File: src/rtl/hc_tx_port_arbiter_pkg.sv
// Shared definitions for the host-controller SIE Tx port arbiter: state encodings,
// requester indices, hold-timeout default and the SIE Tx control codes.
package hc_tx_port_arbiter_pkg;

  typedef enum logic [2:0] {
    IDLE       = 3'd0,
    GNT_SOF    = 3'd1,
    GNT_SP     = 3'd2,
    GNT_DC     = 3'd3,
    TURNAROUND = 3'd4
  } txArbState_t;

  // Bit positions of each requester in the req/grant/rdy vectors
  localparam int unsigned REQ_SOF = 0;
  localparam int unsigned REQ_SP  = 1;
  localparam int unsigned REQ_DC  = 2;
  localparam int unsigned NUM_REQ = 3;

  localparam logic [15:0] MAX_HOLD_DEFAULT = 16'd2048;

  // SIE Tx control codes
  localparam logic [7:0] TX_PACKET_START   = 8'h00;
  localparam logic [7:0] TX_PACKET_STREAM  = 8'h01;
  localparam logic [7:0] TX_LINE_CONTROL   = 8'h02;
  localparam logic [7:0] TX_DIRECT_CONTROL = 8'h03;
  localparam logic [7:0] TX_RESUME_START   = 8'h04;

endpackage

File: src/rtl/hc_tx_port_mux.sv
// Combinational 3:1 mux onto the SIE Tx port, steered by a one-hot grant vector.
// Nothing reaches the port and no ready is returned while no requester is granted.
module hc_tx_port_mux
  import hc_tx_port_arbiter_pkg::*;
(
  input  logic [NUM_REQ-1:0] gntVec,
  input  logic [7:0]         sofCntl,
  input  logic [7:0]         sofData,
  input  logic               sofWEn,
  input  logic [7:0]         spCntl,
  input  logic [7:0]         spData,
  input  logic               spWEn,
  input  logic [7:0]         dcCntl,
  input  logic [7:0]         dcData,
  input  logic               dcWEn,
  input  logic               portRdy,
  output logic [7:0]         portCntl,
  output logic [7:0]         portData,
  output logic               portWEn,
  output logic [NUM_REQ-1:0] rdyVec
);

  always_comb begin
    portCntl = 8'h00;
    portData = 8'h00;
    portWEn  = 1'b0;
    rdyVec   = '0;
    unique case (gntVec)
      3'b001: begin
        portCntl        = sofCntl;
        portData        = sofData;
        portWEn         = sofWEn;
        rdyVec[REQ_SOF] = portRdy;
      end
      3'b010: begin
        portCntl       = spCntl;
        portData       = spData;
        portWEn        = spWEn;
        rdyVec[REQ_SP] = portRdy;
      end
      3'b100: begin
        portCntl       = dcCntl;
        portData       = dcData;
        portWEn        = dcWEn;
        rdyVec[REQ_DC] = portRdy;
      end
      default: ;
    endcase
  end

endmodule

File: src/rtl/hc_tx_port_arbiter.sv
// Fixed-priority (SOF > SP > DC), non-preemptive arbiter for the SIE Tx port with a
// hold-timeout watchdog that reclaims the port from a requester that stops writing.
module hc_tx_port_arbiter
  import hc_tx_port_arbiter_pkg::*;
#(
  parameter logic [15:0] MAX_HOLD = MAX_HOLD_DEFAULT
) (
  input  logic       clk,
  input  logic       rst,
  input  logic       SOFTxReq,
  output logic       SOFTxGnt,
  input  logic [7:0] SOFTxCntl,
  input  logic [7:0] SOFTxData,
  input  logic       SOFTxWEn,
  output logic       SOFTxRdy,
  input  logic       SPTxReq,
  output logic       SPTxGnt,
  input  logic [7:0] SPTxCntl,
  input  logic [7:0] SPTxData,
  input  logic       SPTxWEn,
  output logic       SPTxRdy,
  input  logic       DCTxReq,
  output logic       DCTxGnt,
  input  logic [7:0] DCTxCntl,
  input  logic [7:0] DCTxData,
  input  logic       DCTxWEn,
  output logic       DCTxRdy,
  output logic [7:0] TxPortCntl,
  output logic [7:0] TxPortData,
  output logic       TxPortWEn,
  input  logic       TxPortRdy,
  output logic       HoldTimeout
);

  txArbState_t        stateQ, stateD;
  logic [15:0]        holdCntQ, holdCntD, holdCntInc;
  logic [NUM_REQ-1:0] maskQ, maskD;
  logic [NUM_REQ-1:0] reqVec, eligible, gntVec, rdyVec;
  logic               timeoutQ, timeoutD;
  logic               gntReq;

  assign reqVec   = {DCTxReq, SPTxReq, SOFTxReq};
  assign eligible = reqVec & ~maskQ;

  always_comb begin
    gntVec = '0;
    unique case (stateQ)
      GNT_SOF: gntVec[REQ_SOF] = 1'b1;
      GNT_SP:  gntVec[REQ_SP]  = 1'b1;
      GNT_DC:  gntVec[REQ_DC]  = 1'b1;
      default: ;
    endcase
  end

  assign gntReq     = |(reqVec & gntVec);
  assign holdCntInc = (holdCntQ == 16'hFFFF) ? holdCntQ : holdCntQ + 16'd1;

  always_comb begin
    stateD   = stateQ;
    holdCntD = holdCntQ;
    // A mask drops as soon as its requester is seen with req low
    maskD    = maskQ & reqVec;
    timeoutD = 1'b0;
    unique case (stateQ)
      IDLE: begin
        holdCntD = '0;
        if (eligible[REQ_SOF])     stateD = GNT_SOF;
        else if (eligible[REQ_SP]) stateD = GNT_SP;
        else if (eligible[REQ_DC]) stateD = GNT_DC;
      end
      GNT_SOF, GNT_SP, GNT_DC: begin
        // A req drop wins over a coincident timeout: plain release, no pulse
        if (!gntReq) begin
          stateD = TURNAROUND;
        end else if (TxPortWEn) begin
          holdCntD = '0;
        end else begin
          holdCntD = holdCntInc;
          if (holdCntInc >= MAX_HOLD) begin
            stateD   = TURNAROUND;
            timeoutD = 1'b1;
            maskD    = (maskQ & reqVec) | gntVec;
          end
        end
      end
      TURNAROUND: stateD = IDLE;
      default:    stateD = IDLE;
    endcase
  end

  always_ff @(posedge clk) begin
    if (rst) begin
      stateQ   <= IDLE;
      holdCntQ <= '0;
      maskQ    <= '0;
      timeoutQ <= 1'b0;
    end else begin
      stateQ   <= stateD;
      holdCntQ <= holdCntD;
      maskQ    <= maskD;
      timeoutQ <= timeoutD;
    end
  end

  hc_tx_port_mux u_mux (
    .gntVec   (gntVec),
    .sofCntl  (SOFTxCntl),
    .sofData  (SOFTxData),
    .sofWEn   (SOFTxWEn),
    .spCntl   (SPTxCntl),
    .spData   (SPTxData),
    .spWEn    (SPTxWEn),
    .dcCntl   (DCTxCntl),
    .dcData   (DCTxData),
    .dcWEn    (DCTxWEn),
    .portRdy  (TxPortRdy),
    .portCntl (TxPortCntl),
    .portData (TxPortData),
    .portWEn  (TxPortWEn),
    .rdyVec   (rdyVec)
  );

  assign SOFTxGnt    = gntVec[REQ_SOF];
  assign SPTxGnt     = gntVec[REQ_SP];
  assign DCTxGnt     = gntVec[REQ_DC];
  assign SOFTxRdy    = rdyVec[REQ_SOF];
  assign SPTxRdy     = rdyVec[REQ_SP];
  assign DCTxRdy     = rdyVec[REQ_DC];
  assign HoldTimeout = timeoutQ;

endmodule

File: config.mk
export PLATFORM = sky130hd
export DESIGN_NAME = hc_tx_port_arbiter
export DESIGN_NICKNAME = d
export VERILOG_FILES = /design/src/rtl/hc_tx_port_arbiter_pkg.sv /design/src/rtl/hc_tx_port_mux.sv /design/src/rtl/hc_tx_port_arbiter.sv
export SDC_FILE = /design/constraint.sdc
export NUM_CORES = 1
export LEC_CHECK = 0
export CORE_ASPECT_RATIO = 1.5
export CORE_UTILIZATION = 38
export DETAILED_ROUTE_END_ITERATION = 16
export PLACE_DENSITY = 0.85
export SLEW_MARGIN = 25
export SYNTH_ARGS = -nofsm -noshare
export SYNTH_HDL_FRONTEND = slang
export SYNTH_SLANG_ARGS = --single-unit
File: constraint.sdc
create_clock -name clk -period 1.85 [get_ports clk]
set_clock_uncertainty 0.05 [all_clocks]
set_input_delay 0.185 -clock clk [delete_from_list [all_inputs] [get_ports clk]]
set_output_delay 0.185 -clock clk [all_outputs]
set_load 0.005 [all_outputs]
Yosys cells after proc, flatten, opt, wreduce, memory -nomap -nowiden
Index checks and enable logic that the tools add are counted.
{"block": "word_totals", "regBits": 23, "input_bits": 57, "out_inout_bits": 24, "wordCells": 56}
{"block": "classes", "addsub": 1, "magnitude_cmp": 1, "n_eq_ne": 11, "mux": 25, "bitwise": 7, "n_reduce_logical": 7}
{"operator": "two-way mux 16 bit", "count": 3}
{"operator": "one-hot mux 8 bit (3 select lines)", "count": 2}
{"operator": "one-hot mux 16 bit (2 select lines)", "count": 1}
{"operator": "two-way mux 3 bit", "count": 10}
{"operator": "adder 16 x 1 -> 16 bit (second input constant)", "count": 1}
{"operator": "equality test 16 bit (second input constant)", "count": 1}
{"operator": "greater-or-equal comparator 16 x 12 -> 1 bit (second input constant)", "count": 1}
{"operator": "bitwise AND 3 bit", "count": 3}
{"operator": "equality test 3 x 2 -> 1 bit (second input constant)", "count": 3}
{"operator": "two-way mux 1 bit", "count": 7}
{"operator": "equality test 3 x 1 -> 1 bit (second input constant)", "count": 2}
{"operator": "inequality test 3 bit (second input constant)", "count": 2}
{"operator": "one-hot mux 3 bit (2 select lines)", "count": 1}
{"operator": "OR reduction 3 bit", "count": 2}
{"operator": "inequality test 4 bit (second input constant)", "count": 1}
{"operator": "OR reduction 4 bit", "count": 1}
{"operator": "equality test 3 bit (second input constant)", "count": 1}
{"operator": "logical NOT 3 bit", "count": 1}
{"operator": "NOT 3 bit", "count": 1}
{"operator": "OR 3 bit", "count": 1}
{"operator": "one-hot mux 1 bit (3 select lines)", "count": 1}
{"operator": "AND reduction 3 bit", "count": 1}
{"operator": "inequality test 2 bit (second input constant)", "count": 1}
{"operator": "NOT 1 bit", "count": 2}
{"operator": "2 further kinds", "count": 2}

Longest topological paths before layout
{"block": "depth", "ltp_word": 7, "depth_mapped": 8}

Cells and area by module
From an unflattened synthesis, not the netlist that was laid out.
{"block": "unflattened", "hier_cells": 246, "hier_area_um2": 2000.7}
{"mod": "hc_tx_port_arbiter", "instances": 1, "cells_per_inst": 180, "area_each_um2": 1432.6}
{"mod": "hc_tx_port_mux", "instances": 1, "cells_per_inst": 66, "area_each_um2": 568.0}

Least setup slack after synthesis
OpenSTA, ideal clock, no wires.
{"block": "synth_path", "kind": "flip-flop to flip-flop", "start": "reg holdCntQ[0]", "end": "reg maskQ[0]", "setup_time_ns": 0.138, "arrival_time_ns": 1.842, "required_time_ns": 1.662, "path_slack_ns": -0.179, "path_stages_with_launch": 8, "n_path_buf": 1, "cell_sequence": "dfxtp_1 -> ha_1 -> nand3_1 -> clkbuf_1 -> nor4_1 -> mux2_2 -> nor4_1 -> o21ai_0"}
{"block": "synth_between", "elab_chain_cells": 7}
{"item": "start: declaration", "line_no": "hc_tx_port_arbiter.sv:36", "rtl": "logic [15:0] holdCntQ, holdCntD, holdCntInc;"}
{"item": "start signal: assignment", "line_no": "hc_tx_port_arbiter.sv:99", "rtl": "holdCntQ <= holdCntD;"}
{"item": "adder 16 x 1 -> 16 bit or equality test 16 bit (tied branches)", "line_no": "hc_tx_port_arbiter.sv:56", "rtl": "assign holdCntInc = (holdCntQ == 16'hFFFF) ? holdCntQ : holdCntQ + 16'd1;"}
{"item": "two-way mux 16 bit (*)", "line_no": "hc_tx_port_arbiter.sv:56"}
{"item": "greater-or-equal comparator 16 x 12 -> 1 bit (*)", "line_no": "hc_tx_port_arbiter.sv:79", "rtl": "if (holdCntInc >= MAX_HOLD) begin"}
{"item": "two-way mux 3 bit (*)", "line_no": "hc_tx_port_arbiter.sv:79"}
{"item": "two-way mux 3 bit (*)", "line_no": "hc_tx_port_arbiter.sv:75", "rtl": "end else if (TxPortWEn) begin"}
{"item": "two-way mux 3 bit (*)", "line_no": "hc_tx_port_arbiter.sv:73", "rtl": "if (!gntReq) begin"}
{"item": "two-way mux 3 bit (*)", "line_no": "hc_tx_port_arbiter.sv:64", "rtl": "unique case (stateQ)"}
{"item": "end signal: assignment", "line_no": "hc_tx_port_arbiter.sv:100", "rtl": "maskQ <= maskD;"}
{"item": "end: declaration", "line_no": "hc_tx_port_arbiter.sv:37", "rtl": "logic [NUM_REQ-1:0] maskQ, maskD;"}
Mark *: on every way between the ends. The rest lies on a longest branch, timed or not.
A chain may end at the register's enable or synchronous reset.

Worst setup path after layout
{"block": "layout_path", "start": "reg holdCntQ[6]", "end": "reg stateQ[1]"}
{"block": "layout_between", "elab_chain_cells": 5}
{"item": "adder 16 x 1 -> 16 bit or equality test 16 bit (tied branches)", "line_no": "hc_tx_port_arbiter.sv:56"}
{"item": "two-way mux 16 bit (*)", "line_no": "hc_tx_port_arbiter.sv:56"}
{"item": "greater-or-equal comparator 16 x 12 -> 1 bit (*)", "line_no": "hc_tx_port_arbiter.sv:79"}
{"item": "inequality test 3 bit (no line) (*)"}
{"item": "AND reduction 3 bit (no line) (*)"}
{"item": "end signal: assignment", "line_no": "hc_tx_port_arbiter.sv:98", "rtl": "stateQ <= stateD;"}
{"item": "end: declaration", "line_no": "hc_tx_port_arbiter.sv:35", "rtl": "txArbState_t stateQ, stateD;"}
Marked as above.

==> parameters.txt <==
Parameter                              Value

STA
  Final number of setup-violating endpoints ... 19
  Slew margin rel. ... between 70% and 80%
  Shortest clock period the worst path allows after layout ... approximately 2.0 ns
  Tcrit/Tclk final ... 108%
  Highest attainable clock frequency ... between 500 and 600 MHz
  Final Hold Viols ... 0
  Unrepaired setup endpoints after global routing ... true
  Final Hold Slack ... 0.415 ns
  Number of pins with negative max-slew slack in the final report ... 0
  Min setup slack post-route ... -0.148 ns
  Worst slew pin tran ... 0.420 ns

Worst hold path
  Hold Crit Depth ... 2
  Type of the worst min-delay path ... reg -> reg
  Source of the worst hold timing path ... maskQ[2]$_SDFF_PP0_
  Terminating pin of the worst hold path ... maskQ[2]$_SDFF_PP0_

Setup path
  Cell at the slowest stage of the critical path ... sky130_fd_sc_hd__o41ai_4
  Reg-to-reg setup timing slack ... -0.15 ns
  Data arrival time of the critical path ... ~2.2 ns
  Setup crit end kind ... register
  Kind of start point of the critical path ... register
  End of the worst register-to-register path ... stateQ[1]$_SDFFE_PP0P_
  Peak per-stage delay on the critical path ... 0.40 ns
  Start of the worst register-to-register path ... holdCntQ[6]$_SDFFE_PP0P_
  Crit path required time ... between 2 and 2.5 ns
  Critical path class ... reg -> reg
  Reg2reg path depth ... 6
  Chain of cells forming the critical path ... nand4_1, buf_6, nor3_4, mux2_4, o41ai_4, a41o_1
  Max FO, Critical Path ... 6

Yosys
  Largest area contributor in the netlist ... sky130_fd_sc_hd__dfxtp_1
  Number of nets in the synthesized netlist ... approximately 300
  Synth Area per Inst ... around 7.2 µm²
  Count of different cell masters after synthesis ... between 40 and 50
  Leading post-synthesis cells by cell area ... sky130_fd_sc_hd__dfxtp_1 26%, sky130_fd_sc_hd__nor2_1 9.4%, sky130_fd_sc_hd__mux2i_1 8.9%
  Summed instance area of the synthesized netlist ... about 1800 µm²
  Portion of the post-synthesis area used by sequential elements ... about a quarter
  Area share of the leading cell type in the synthesized netlist ... ~26%
  Post-Syn Instances ... 250
  EDFF count, synth ... 0
  Async SR Flop Fraction ... 0%
  Number of storage elements in the synthesis netlist ... 23
  Count of synthesis-stage warnings from yosys ... 0
  Prevailing post-synth register cell ... sky130_fd_sc_hd__dfxtp_1

Finish
  Layout overhead on the synthesized area ... 98.6%
  Final net count ... between 400 and 500
  Layout cells sized above 1 ... a little under two fifths
  Fill cells ... 280
  Core Util, Final ... about four fifths
  # diodes ... 0
  Highest-count cells in the layout ignoring fill and taps ... 57 x sky130_fd_sc_hd__clkdlybuf4s50_1, 57 x sky130_fd_sc_hd__buf_4, 42 x sky130_fd_sc_hd__nor2_1

GRT
  Global-route total usage across every layer ... around 30%
  Number of antenna violations at the first check in global routing ... 0
  Grt total ovfl ... 0
  Wire length of the first global-routing pass ... 11800 µm
  Vias in the first global route ... about 2.7k
  Maximum number of pins on one net before global-route repair ... 17

Status
  Result of the run ... finished with violations
  Violated checks ... setup timing

Detailed routing
  DRT Wirelength ... between 7000 and 8000 µm
  Total DRC errors in the routed layout ... 0
  Sum of met2 wire segment lengths after detailed routing ... between 4000 and 5000 µm
  Vias per inst ... ~5.7
  Via total after detailed routing ... approximately 2.6k
  Number of nets with antenna violations after routing ... 0
  DR iter-0 viols ... 170
  Routed length on met1 ... 2540 µm
  Wire length per cell ... 17.0 µm
  Number of detailed-route iterations in the first pass ... 4
  Topmost layer with routed signal wires ... met4
  Detailed-routed wire length on met3 ... between 500 and 600 µm

Placement
  Port bufs ... 80
  RePlAce Congestion ... approximately 0.90
  Placed wire-length estimate after detailed placement ... 4930 µm

CTS
  # clock sinks ... 23
  Worst-Skew Late Latency ... between 0.2 and 0.3 ns
  Clock-pin slew on the worst setup and hold paths ... about 0.09 ns
  Root cell of the clock tree ... sky130_fd_sc_hd__clkbuf_8
  Clock tree from TritonCTS ... built
  CTS H-tree lvls ... 1
  Total clock buffers created by CTS ... 3
  Clock buffer depth ... 2

Die
  # rows ... 30
  Die Y ... ~86 µm
  Floorplan Core Area ... approximately 4500 µm²
  Width of the die ... slightly below 60 µm
  Top-level I/O count ... roughly 80
  Effective utilization at floorplan ... 39.5%
  Die area ... about 5000 µm²

Power
  Peak supply drop ... a little under 300 µV
  Overall power consumption ... 1780 µW
  Leakage power figure ... roughly 0.0015 µW
  Total power per unit cell area ... between 400 and 500 nW/µm²

Run
  Max-cap check violation count ... 0
## area by class of cell
cell class	instances	area, µm²	area share, %
repair buffers	153	1380	38.8
inverters	7	27.5	0.772
multi-input cells	206	1540	43.2
clock inverters	1	5.00	0.140
well taps	64	80.1	2.25
flip-flops and latches	23	487	13.6
clock buffers	3	41.3	1.16
## layer usage
metal | track usage (%) | vias up
li1 | - | 1181
met1 | 29.9 | 1221
met2 | 58.2 | 146
met3 | 5.07 | 41
met4 | 14.7 | 0
met5 | 0 | -
## worst max path at each step
stage	start	end	slack, ns
6_report	holdCntQ[6]$_SDFFE_PP0P_	stateQ[1]$_SDFFE_PP0P_	-0.15
5_1_grt	holdCntQ[7]$_SDFFE_PP0P_	stateQ[1]$_SDFFE_PP0P_	-0.24
4_1_cts	holdCntQ[6]$_SDFFE_PP0P_	stateQ[2]$_SDFFE_PP0P_	-0.13
3_5_place_dp	SPTxReq	holdCntQ[5]$_SDFFE_PP0P_	-0.20
3_3_place_gp	SPTxReq	holdCntQ[5]$_SDFFE_PP0P_	-0.16
2_1_floorplan	holdCntQ[4]$_SDFFE_PP0P_	stateQ[1]$_SDFFE_PP0P_	-0.06
## stage by stage
step                      TNS (ns)  worst slack, ns  area, µm²  std cells
after CTS                   -0.583           -0.135       3410        453
after floorplan             -0.141          -0.0578       1880        250
after global placement       -1.37           -0.158       3150        440
after global routing         -3.20           -0.242       3570        457
final                        -1.40           -0.148       3570        457
after detailed placement     -2.20           -0.201       3150        440
## registers in the layout, indices dropped and copies added, names as in the netlist
name / count
holdCntQ: 16
maskQ: 3
HoldTimeout: 1
stateQ: 3
## cells in the mapped netlist (5+ instances only)
cell type,count
sky130_fd_sc_hd__inv_1,6
sky130_fd_sc_hd__nor2_1,45
sky130_fd_sc_hd__mux2_2,5
sky130_fd_sc_hd__nor2b_1,6
sky130_fd_sc_hd__nand3_1,11
sky130_fd_sc_hd__nand2_1,16
sky130_fd_sc_hd__a22o_1,5
sky130_fd_sc_hd__nor3_1,9
sky130_fd_sc_hd__buf_2,5
sky130_fd_sc_hd__mux2i_1,16
sky130_fd_sc_hd__a21oi_1,25
sky130_fd_sc_hd__o21ai_0,17
sky130_fd_sc_hd__clkbuf_1,6
sky130_fd_sc_hd__dfxtp_1,23
sky130_fd_sc_hd__nand2b_1,5
## critical path, delay by kind of cell, from the launching register on
kind	cells	cell delay, ns
flip-flops	1	0.35
AND/OR/NAND/NOR	2	0.38
multiplexers	1	0.36
buffers and inverters	1	0.21
AO/OA/AOI/OAI	2	0.60
## where the power goes
group          switching [µW]  internal [µW]
Sequential               21.8            512
Clock                     193            152
Combinational             397            499
## kinds of logic after synthesis
kind of cell | share of synthesized area (%)
adders and majority gates | 0.697
muxes | 12.1
xor gates and xnor gates | 1.95
AOI/OAI and AO/OA | 22.3
buffers and inverters | 4.74
DFF | 25.6
and+or+nand+nor | 32.6
## timing repair
action,4_1_cts,5_1_grt
pin swaps,15,19
gates cloned,1,0
setup buffers,9,5
hold buffers,0,0
endpoints found under the hold margin,0,0
setup endpoints to repair,42,37
resized for setup,81,59
No activity file was read; power rests on OpenSTA's default activity.
